--- src/rtl/dio_pkg.sv ---
// dio_pkg: shared FSM state type and index mapping constant for dio_router.
// Latency: none (declarations only).
// Backpressure: none (declarations only).
package dio_pkg;

  // Download sequencing states.
  typedef enum logic [1:0] {
    ST_IDLE  = 2'd0,
    ST_LOAD  = 2'd1,
    ST_DRAIN = 2'd2,
    ST_DONE  = 2'd3
  } dio_state_t;

  // Download index k+IDX_OFFSET selects channel k (index 0 means "no target").
  localparam int unsigned IDX_OFFSET = 1;

endpackage

--- src/rtl/dio_fifo.sv ---
// dio_fifo: DEPTH-entry write buffer with extra-bit pointers for full/empty.
// Latency: a pushed entry is visible at the head on the cycle after the push.
// Backpressure: push is refused when full unless a pop happens in the same cycle.
module dio_fifo #(
  parameter int W     = 35,
  parameter int DEPTH = 4
) (
  input  logic         clock,
  input  logic         reset,
  input  logic         i_push,
  input  logic [W-1:0] i_push_dat,
  input  logic         i_pop,
  output logic [W-1:0] o_pop_dat,
  output logic         o_empty,
  output logic         o_push_ok
);

  localparam int PW = $clog2(DEPTH);
  localparam logic [PW:0] PTR_ONE = (PW + 1)'(1);

  logic [PW:0]  r_wptr;
  logic [PW:0]  r_rptr;
  logic [W-1:0] r_mem [DEPTH];

  logic w_full;
  logic w_pop_ok;

  // Same low bits with differing wrap bit means the writer is a full lap ahead.
  assign o_empty   = (r_wptr == r_rptr);
  assign w_full    = (r_wptr[PW] != r_rptr[PW]) && (r_wptr[PW-1:0] == r_rptr[PW-1:0]);
  assign w_pop_ok  = i_pop && !o_empty;
  // A pop frees the slot this cycle, so a push onto a full buffer still fits.
  assign o_push_ok = i_push && (!w_full || w_pop_ok);
  assign o_pop_dat = r_mem[r_rptr[PW-1:0]];

  // Pointer update; reset flushes the buffer by collapsing both pointers.
  always_ff @(posedge clock) begin
    if (reset) begin
      r_wptr <= '0;
      r_rptr <= '0;
    end else begin
      if (o_push_ok) r_wptr <= r_wptr + PTR_ONE;
      if (w_pop_ok)  r_rptr <= r_rptr + PTR_ONE;
    end
  end

  // Storage write; contents need no reset since the pointers define validity.
  always_ff @(posedge clock) begin
    if (o_push_ok) r_mem[r_wptr[PW-1:0]] <= i_push_dat;
  end

endmodule

--- src/rtl/dio_router.sv ---
// dio_router: routes a loader download to one of CHANNELS targets via a write buffer.
// Latency: a strobed byte is buffered one cycle later and offered on memV the cycle after.
// Backpressure: memR stalls the buffer head; strobes arriving while full are dropped and set ovf.
// Optional: define DIO_ROUTER_CHECKSUM_EN to enable the running byte checksum on sum.
module dio_router
  import dio_pkg::*;
#(
  parameter int CHANNELS = 3,
  parameter int AW       = 27,
  parameter int DEPTH    = 4
) (
  input  logic                clock,
  input  logic                reset,
  input  logic                dioE,
  input  logic [7:0]          dioI,
  input  logic [AW-1:0]       dioA,
  input  logic [7:0]          dioD,
  input  logic                dioW,
  input  logic [31:0]         dioS,
  output logic [CHANNELS-1:0] chE,
  output logic [CHANNELS-1:0] chDone,
  output logic [AW-1:0]       memA,
  output logic [7:0]          memD,
  output logic                memV,
  input  logic                memR,
  output logic [31:0]         size,
  output logic                ovf,
  output logic [7:0]          sum
);

  localparam logic [7:0] IDX_LO = 8'(IDX_OFFSET);
  localparam logic [7:0] IDX_HI = 8'(CHANNELS);

  dio_state_t          r_state;
  logic                r_dioE_d;
  logic                r_wr_vld;
  logic [AW+7:0]       r_wr_dat;
  logic [CHANNELS-1:0] r_chE;
  logic [CHANNELS-1:0] r_chDone;
  logic [31:0]         r_size;
  logic                r_ovf;

  logic                w_rise;
  logic                w_fall;
  logic                w_idx_ok;
  logic                w_start;
  logic [CHANNELS-1:0] w_onehot;
  logic                w_empty;
  logic                w_push_ok;
  logic [AW+7:0]       w_head;

  assign w_rise    = dioE && !r_dioE_d;
  assign w_fall    = !dioE && r_dioE_d;
  assign w_idx_ok  = (dioI >= IDX_LO) && (dioI <= IDX_HI);
  assign w_onehot  = CHANNELS'(1) << (dioI - IDX_LO);
  assign w_start   = (r_state == ST_IDLE) && w_rise && w_idx_ok;

  assign chE    = r_chE;
  assign chDone = r_chDone;
  assign size   = r_size;
  assign ovf    = r_ovf;
  assign memV   = !w_empty;
  assign memA   = w_head[AW+7:8];
  assign memD   = w_head[7:0];

  // Edge detector tracks dioE even in reset, so a loader holding dioE high
  // across a reset does not look like a fresh download start afterwards.
  always_ff @(posedge clock) begin
    r_dioE_d <= dioE;
  end

  // Strobe capture stage: only strobes seen during LOAD enter the buffer.
  always_ff @(posedge clock) begin
    if (reset) begin
      r_wr_vld <= 1'b0;
      r_wr_dat <= '0;
    end else begin
      r_wr_vld <= (r_state == ST_LOAD) && dioW;
      r_wr_dat <= {dioA, dioD};
    end
  end

  dio_fifo #(
    .W     (AW + 8),
    .DEPTH (DEPTH)
  ) u_fifo (
    .clock      (clock),
    .reset      (reset),
    .i_push     (r_wr_vld),
    .i_push_dat (r_wr_dat),
    .i_pop      (memR),
    .o_pop_dat  (w_head),
    .o_empty    (w_empty),
    .o_push_ok  (w_push_ok)
  );

  // Download sequencer with registered channel, completion, size and overflow outputs.
  always_ff @(posedge clock) begin
    if (reset) begin
      r_state  <= ST_IDLE;
      r_chE    <= '0;
      r_chDone <= '0;
      r_size   <= '0;
      r_ovf    <= 1'b0;
    end else begin
      r_chDone <= '0;
      if (r_wr_vld && !w_push_ok) r_ovf <= 1'b1;
      case (r_state)
        ST_IDLE: begin
          if (w_start) begin
            r_state <= ST_LOAD;
            r_chE   <= w_onehot;
            r_size  <= dioS;
            r_ovf   <= 1'b0;
          end
        end
        ST_LOAD: begin
          if (w_fall) r_state <= ST_DRAIN;
        end
        ST_DRAIN: begin
          // The capture stage may still hold the final byte, so wait for it too.
          if (w_empty && !r_wr_vld) begin
            r_state  <= ST_DONE;
            r_chDone <= r_chE;
            r_chE    <= '0;
          end
        end
        ST_DONE: begin
          r_state <= ST_IDLE;
        end
        default: begin
          r_state <= ST_IDLE;
        end
      endcase
    end
  end

`ifdef DIO_ROUTER_CHECKSUM_EN
  logic [7:0] r_sum;

  // Running checksum of bytes actually accepted into the buffer.
  always_ff @(posedge clock) begin
    if (reset) begin
      r_sum <= 8'd0;
    end else if (w_start) begin
      r_sum <= 8'd0;
    end else if (w_push_ok) begin
      r_sum <= r_sum + r_wr_dat[7:0];
    end
  end

  assign sum = r_sum;
`else
  assign sum = 8'd0;
`endif

endmodule
--- config.mk ---
export PLATFORM = sky130hd
export DESIGN_NAME = dio_router
export DESIGN_NICKNAME = d
export VERILOG_FILES = /design/src/rtl/dio_pkg.sv /design/src/rtl/dio_fifo.sv /design/src/rtl/dio_router.sv
export SDC_FILE = /design/constraint.sdc
export NUM_CORES = 1
export LEC_CHECK = 0
export CAP_MARGIN = 15
export CORE_MARGIN = 2
export CORE_UTILIZATION = 53
export DETAILED_ROUTE_END_ITERATION = 7
export PLACE_DENSITY = 0.82
export SETUP_SLACK_MARGIN = 0.1
export SYNTH_ARGS = -nofsm -noshare
export SYNTH_HDL_FRONTEND = slang
export SYNTH_SLANG_ARGS = --single-unit
--- constraint.sdc ---
create_clock -name clock -period 5.4 [get_ports clock]
set_clock_uncertainty 0.1 [all_clocks]
set_input_delay 1.08 -clock clock [delete_from_list [all_inputs] [get_ports clock]]
set_output_delay 1.08 -clock clock [all_outputs]
set_load 0.05 [all_outputs]
---- Word-level counts from Yosys, hierarchy flattened ----
Memories as Yosys holds them, arrays and structs flattened. A register that Yosys moved wholly into a read port is not among the register bits.
Cells that the tools add are included.
word-level totals
  register bits after elaboration ......... 84
  RAM bits ................................ 140
  input port bits ......................... 80
  logic and storage cells ................. 66
  memories ................................ 1
memories
  name          depth  width  read ports  clocked after Yosys merged registers in  wr ports  line            source
  u_fifo.r_mem  4      35     1           1                                        1         dio_fifo.sv:23  logic [W-1:0] r_mem [DEPTH];
operators by class
  $add $sub $neg .......................... 3
  magnitude comparators ................... 2
  equality and inequality tests ........... 9
  shifts and indexed selects .............. 1
  muxes and demuxes ....................... 14
  bitwise logic cells ..................... 2
  reduce and logical (&&, ||, !) cells .... 24
operators with widths
  operator               number
  $logic_and A1 B1 Y1    11
  $mux W2                5
  $ge A8 B1 Y1 const B   1
  $le A8 B2 Y1 const B   1
  $pmux W2 S4            1
  $shl A1 B8 Y3 const A  1
  $sub A8 B1 Y8 const B  1
  $add A3 B1 Y3 const B  2
  $logic_not A1 Y1       6
  $mux W3                2
  $ne A2 B2 Y1 const B   3
  $pmux W3 S2            1
  $reduce_and A3 Y1      2
  $mux W1                5
  $eq A2 B2 Y1 const B   2
  $eq A3 B3 Y1           1
  $reduce_or A3 Y1       1
  $eq A2 B1 Y1 const B   1
  $eq A2 B2 Y1           1
  $logic_not A2 Y1       1
  $not A1 Y1             2
  $reduce_and A2 Y1      1
  $reduce_bool A2 Y1     1
  $logic_or A1 B1 Y1     1
  $ne A1 B1 Y1           1

---- Longest topological paths before layout ----
Gate-level depths: netlist of the first run.
  depth in word-level cells ............... 10
  mapped depth ............................ 9
  depth with buffers taken out ............ 7

---- Hierarchy ----
From an unflattened synthesis of the first run, not the netlist that was laid out.
second synthesis, totals
  cells, all modules ...................... 525
  area total of the unflattened synthesis .. 8305.5 µm²
by module, submodules not included
  module      times used  cells an instance  area an instance (µm²)  seq. area each (µm²)
  dio_fifo    1           235                5582.9                  4364.2
  dio_router  1           290                2722.6                  1561.5

---- Least setup slack after synthesis of the first run ----
No wires, ideal clock.
  kind .................................... input -> register
  start point ............................. input port memR
  end point ............................... memory u_fifo.r_mem[3][0] (enable)
  setup time .............................. 430 ps
  arrival time ............................ 2770 ps
  required time ........................... 4870 ps
  path slack .............................. 2099 ps
  cell stages on the path ................. 2
  buffers on the path ..................... 0
  path through ............................ o41ai_2 nor2_1
between the ends
  longest elaborated chain between the ends .. 5
RTL lines
  item                           line              source
  start, declared                dio_router.sv:25  input logic memR,
  $logic_and A1 B1 Y1            dio_fifo.sv:31    assign w_pop_ok = i_pop && !o_empty;
  $logic_or A1 B1 Y1             dio_fifo.sv:33    assign o_push_ok = i_push && (!w_full || w_pop_ok);
  $logic_and A1 B1 Y1            dio_fifo.sv:33
  $mux W1                        dio_fifo.sv:49    if (o_push_ok) r_mem[r_wptr[PW-1:0]] <= i_push_dat;
  $mux W1 (not written as such)  dio_fifo.sv:49
  end, declared                  dio_fifo.sv:23
No other way between the ends.

==> reports/summary.txt, run 1 <==
Wirelength per Cell: 18.7 um
Ys flop type: edfxtp_1
Die Wd: 128 um
Mapped Cells: 524
Vias: 4753
Worst-Margin Slew: 1.02 ns
CTS buffer count: 24
Maxcap violations: 0
Core box area: 15100 um^2
Routed Antenna Nets: 0
DRT Pass-1 Iters: 4
Net Sw Power: 0.000927 W
Hpwl dp: 10.5 mm
CTS root buf: clkbuf_16
Mapped cell area: 8210 um^2
Total die area: 16500 um^2
I/O pins: 163
Port bufs: 154
Initial antenna violation count: 0
CTS tree: yes
Rows: 45
CP bufs+invs: 2
Post-CTS setup repair buffer count: 0
Design area: 10700 um^2
Die Ht: 128 um
Placed Area: 9920 um^2
Fin Setup TNS: 0 ns
Status: finished clean
Worst reg2reg setup slack: 2.84 ns
DRC viols: 0
Final-report hold violation count: 0
Initial core utilization: 0.542
Leak: 3.65 nW
Largest net degree at the start of global routing: 49
Num Clock Sinks: 226
Layout cells sized above 1: 0.128
CP delay by family, top: buffers and inverters
CP peak stage delay: 0.72 ns
Critical path arrival: 2.69 ns
Logic pwr share: 0.113
Gr ovfl total: 0
Post-Syn Area per Cell: 15.7 um^2
Switching part of the total: 0.229
Clk pin slew, worst setup/hold paths: 0.06 ns
Most frequent cells in the layout: clkdlybuf4s50_1, edfxtp_1, dfxtp_1
First-pass GRT wire length: 26.6 mm
Max_slew headroom: 0.318
Worst-Skew Late Latency: 0.50 ns
Worst setup EP type: primary output
Final Cycle Share: 0.716
DR iter-0 viols: 334
Internal power: 0.00312 W
Max stage delay cell, worst path: clkdlybuf4s50_1
Peak supply drop: 0.231 mV
Register area share after synthesis: 0.722
Max Clock Freq: 259 MHz
GP Congestion: 0.865
Placed insts: 850
# resized after CTS: 0
Post-synth EDFFs: 140
Inserted Diodes: 0
Cts hold-fix bufs: 0
Period minus WS final: 3.87 ns
Worst Path Max Fanout: 14
Ys Warns: 0
Register bit count reported by yosys: 226
Vias in the first global route: 5234
Final nets: 779
Worst Path Required: 4.22 ns
All-Layer GR Usage: 0.208
Fraction of registers with async set/reset: 0
CTS H-Tree Depth: 1
Final setup viols: 0
Via-to-Cell Ratio: 5.33
Seq pwr share: 0.472
Clock share of power: 0.415
Max clock buf depth: 3
Min-delay worst type: register to register
RSZ-0062 raised after global routing: no
Commonest non-fill, non-tap cell in the layout: clkdlybuf4s50_1
Hold WS: 0.354 ns
WS Path Type: register to primary output
Wirelength, routed: 16.6 mm
Setup crit start kind: register
PwrDens: 377 nW/um^2
Area Growth Syn to Fin: 30.7%
Post-synthesis cell type count: 43
Slew Viols, Final: 0
Final std cells w/o fill: 891
Cell Chain, Critical Path: buf_4 > mux4_2 > clkdlybuf4s50_1
==> final cells by class <==
cell class	count	area, um^2
fill	933	4410
clock buffer	29	651
timing repair buffer	163	1600
multi-input combinational	259	2100
inverter	14	52.6
clock inverter	12	163
tap	188	235
sequential	226	5930
==> per-stage QoR <==
stage / total power (W) / worst slack [ns] / util
after floorplan: 0.00224 / 2.10 / -
after global placement: 0.00239 / 1.78 / 0.655
after detailed placement: 0.00241 / 1.64 / 0.655
after CTS: 0.00408 / 1.46 / 0.709
after global routing: 0.00418 / 1.39 / 0.709
final: 0.00404 / 1.53 / 0.709
==> worst reg2reg max path: stages (launching register included) <==
cell and delay (ns):
dfxtp_1 0.44, xor2_1 0.30, o41ai_2 0.11, buf_4 0.20, nor2_4 0.74, buf_4 0.33
xnor2_1 0.14, nor2_1 0.05
==> worst paths after layout <==
kind	start	endpoint	depth (start not counted)
max reg2reg	u_fifo.r_wptr[0]	u_fifo.r_wptr[2]	7
min reg2reg	size[4]	size[4]	2
max	register	memD[2]	3
min	size[4]	size[4]	2
==> per-layer routing <==
metal | wire length [um] | vias to the layer above | global-route usage
met3 | 1580 | 24 | 0.0694
li1 | - | 2216 | -
met5 | 0 | - | 0
met2 | 8320 | 186 | 0.362
met1 | 6450 | 2327 | 0.248
met4 | 282 | 0 | 0.0569
==> kinds of logic (layout without fill, tap and decap cells) <==
kind of cell,after synthesis,count (layout),synth area share
other cells,1,8,0.000457
compound gates,47,47,0.0332
xor+xnor,10,10,0.0107
flops,226,226,0.722
fa+ha+maj,11,11,0.0168
simple gates,146,146,0.0893
mux,37,37,0.0985
buf+inv,46,218,0.0293
==> synth_stat cells, drive strengths merged, types with 2 or more instances <==
| library cell | count | area, um^2 |
|---|---|---|
| xnor2 | 5 | 43.8 |
| ha | 11 | 138 |
| nor4b | 2 | 17.5 |
| mux2i | 2 | 20.0 |
| clkbuf | 14 | 52.6 |
| nor2b | 36 | 225 |
| o211ai | 2 | 15.0 |
| a21oi | 34 | 170 |
| buf | 18 | 135 |
| nand2b | 2 | 12.5 |
| o41ai | 2 | 25.0 |
| inv | 14 | 52.6 |
| nand2 | 69 | 259 |
| or3 | 2 | 12.5 |
| nand3 | 4 | 20.0 |
| and2 | 4 | 25.0 |
| mux4 | 35 | 788 |
| dfxtp | 86 | 1720 |
| nor4 | 3 | 33.8 |
| o21ai | 3 | 15.0 |
| edfxtp | 140 | 4200 |
| xor2 | 5 | 43.8 |
| nor2 | 15 | 56.3 |
==> state kept, by name (all words and copies together) (netlist names), named ones only <==
| name | cells |
|---|---|
| r_state | 2 |
| size | 32 |
| ovf | 1 |
| r_wr_vld | 1 |
| chE | 3 |
| u_fifo.r_wptr | 3 |
| chDone | 3 |
| u_fifo.r_rptr | 3 |
| u_fifo.r_mem | 140 |
| r_dioE_d | 1 |
| r_wr_dat | 35 |
==> power groups by stage <==
stage | sequential (W) | clock, W | combinational (W)
finish | 0.00191 | 0.00168 | 0.000458
global route | 0.00191 | 0.00178 | 0.000490
CTS | 0.00191 | 0.00171 | 0.000463
floorplan | 0.00193 | 0 | 0.000306
global placement | 0.00194 | 0 | 0.000451
detailed placement | 0.00195 | 0 | 0.000459
No activity file was read; power rests on OpenSTA's default activity.
==> run 2, diff against run 1 <==
CORE_UTILIZATION = 46   (was 53)
PLACE_DENSITY = 0.75   (was 0.82)
clock period = 3.1 ns   (was 5.4 ns; I/O delays follow)
==> run 2 against run 1 <==
Non-clock buffer count up 5. Clock-buffer cell count up 7. Via count down 0.57%. Critical path depth unchanged. Highest routed layer unchanged.
==> reports/summary.txt, run 2 (synthesis gave the netlist of run 1 again) <==
Vias in the first global route: 5016 (-4.2%)
Switching part of the total: 0.233 (+0.00383)
Commonest non-fill, non-tap cell in the layout: edfxtp_1
Status: finished clean
PwrDens: 630 nW/um^2 (+67%)
Worst setup EP type: primary output
Min-delay worst type: register to register
Final nets: 783 (+0.51%)
Peak supply drop: 0.410 mV (+78%)
First-pass GRT wire length: 25.1 mm (-5.5%)
Max clock buf depth: 3 (unchanged)
Number of flip-flops in the largest register: 140 (unchanged)
Die Ht: 138 um (+7.1%)
Slew Viols, Final: 0 (unchanged)
GP Congestion: 0.783 (-9.5%)
CTS H-Tree Depth: 1 (unchanged)
Total die area: 18900 um^2 (+15%)
Net Sw Power: 0.00157 W (+69%)
CTS tree: yes
Via-to-Cell Ratio: 5.07 (-5.0%)
Wirelength per Cell: 17.4 um (-7.0%)
Hpwl dp: 10.4 mm (-0.71%)
Clock share of power: 0.389 (-0.026)
Largest net degree at the start of global routing: 41 (-16%)
Post-route core utilization: 0.614 (-0.0944)
M2 GR Usage: 0.297 (-0.0646)
Post-CTS setup repair buffer count: 0 (unchanged)
Rows: 48 (+6.7%)
Global route hottest layer: met2
Routed Antenna Nets: 0 (unchanged)
WS Path Type: register to primary output
Critical path arrival: 1.91 ns (-0.78 ns)
Port bufs: 154 (unchanged)
DR iter-0 viols: 274 (-18%)
Logic pwr share: 0.117 (+0.004)
RSZ-0062 raised after global routing: no
Final-report hold violation count: 0 (unchanged)
Seq pwr share: 0.494 (+0.022)
Met3 Use GR: 0.0625 (-0.00689)
Leak: 3.69 nW (+1.1%)
Period minus WS final: 2.63 ns
DRT Pass-1 Iters: 4 (unchanged)
CTS buffer count: 23 (-4.2%)
Worst-Skew Late Latency: 0.50 ns (about the same)
DRC viols: 0 (unchanged)
Core box area: 17400 um^2 (+15%)
Final setup viols: 0 (unchanged)
Vias: 4726 (-0.57%)
All-Layer GR Usage: 0.172 (-0.0351)
Gr ovfl total: 0 (unchanged)
Most frequent cells in the layout: edfxtp_1, clkdlybuf4s50_1, dfxtp_1
Worst Path Required: 2.38 ns (-1.84 ns)
Inserted Diodes: 0 (unchanged)
Setup crit start kind: register
Max_slew headroom: 0.347 (+0.0288)
Wirelength, routed: 16.2 mm (-2.7%)
Die Wd: 138 um (+7.1%)
Area Growth Syn to Fin: 29.9%
Final Cycle Share: 0.847
I/O pins: 163 (unchanged)
GRT met1 Usage: 0.207 (-0.0414)
Worst Path Max Fanout: 35 (+21)
Initial core utilization: 0.473 (-0.0690)
Initial antenna violation count: 0 (unchanged)
Worst-Margin Slew: 0.977 ns (-0.0456 ns)
Internal power: 0.00515 W (+65%)
Fill cells: 1274 (+37%)
Num Clock Sinks: 226 (unchanged)
Layout cells sized above 1: 0.178 (+0.0499)
Clk pin slew, worst setup/hold paths: 0.06 ns (about the same)
Maxcap violations: 0 (unchanged)
CTS root buf: clkbuf_16
Fin Setup TNS: 0 ns (unchanged)
Max Clock Freq: 381 MHz
==> run 2: cell types whose count changed in the layout (fill, tap and decap cells not counted), sizes merged <==
cell           previous run  this run
buf                      10        50
bufinv                    4         1
clkbuf                   29        36
clkdlybuf4s50           153       117
clkinv                    6         3
clkinvlp                  2         0
dlymetal6s2s              0         1
inv                      14        15
==> run 2: worst max-delay path, cell delays in order, from the launching register on <==
cell and delay [ns]:
dfxtp_2 0.34, buf_12 0.28, mux4_2 0.57, buf_4 0.21
==> run 2: metal layers <==
metal	wire length [um]	vias up
met5	0	-
met4	286	0
met3	1430	27
met2	7840	164
met1	6630	2309
li1	-	2226
==> run 2: what timing repair did <==
| action | in CTS | in global routing |
|---|---|---|
| endpoints found under the setup margin | 0 | 1 |
| resized for setup | 0 | 1 |
| hold buffers | 0 | 0 |
==> run 2: metrics by stage <==
| stage | power, W | hold WS [ns] | instance area, um^2 | setup WS [ns] | std cells |
|---|---|---|---|---|---|
| after floorplan | 0.00390 | 0.338 | 8240 | 0.189 | 531 |
| after global placement | 0.00416 | 0.342 | 9940 | 0.198 | 892 |
| after detailed placement | 0.00418 | 0.352 | 9940 | 0.143 | 892 |
| after CTS | 0.00680 | 0.361 | 10700 | 0.134 | 933 |
| after global routing | 0.00696 | 0.385 | 10700 | 0.381 | 933 |
| final | 0.00672 | 0.359 | 10700 | 0.474 | 933 |
==> run 2: layout make-up <==
type / count / area [um^2] / share of cell area
sequential: 226 / 5930 / 0.556
multi-input combinational: 259 / 2100 / 0.197
timing repair buffer: 168 / 1580 / 0.148
clock buffer: 36 / 664 / 0.0623
tap: 225 / 282 / 0.0264
clock inverter: 5 / 53.8 / 0.00505
inverter: 14 / 52.6 / 0.00493
==> run 2: worst paths after layout <==
| path | from | end | slack (ns) | cells past startpoint |
|---|---|---|---|---|
| setup reg to reg | u_fifo.r_wptr[0] | u_fifo.r_mem[1][34] | 0.58 | 5 |
| setup / recovery | register | memA[26] | 0.47 | 3 |
| hold reg to reg | size[26] | size[26] | 0.36 | 2 |
| hold / removal | size[26] | size[26] | 0.36 | 2 |
==> run 2: power by group through the flow <==
| stage | combinational, W | sequential, W | clock (W) |
|---|---|---|---|
| 2_1_floorplan | 0.000534 | 0.00337 | 0 |
| 3_3_place_gp | 0.000784 | 0.00338 | 0 |
| 3_5_place_dp | 0.000794 | 0.00338 | 0 |
| 4_1_cts | 0.000799 | 0.00332 | 0.00268 |
| 5_1_grt | 0.000840 | 0.00333 | 0.00280 |
| 6_report | 0.000788 | 0.00332 | 0.00261 |
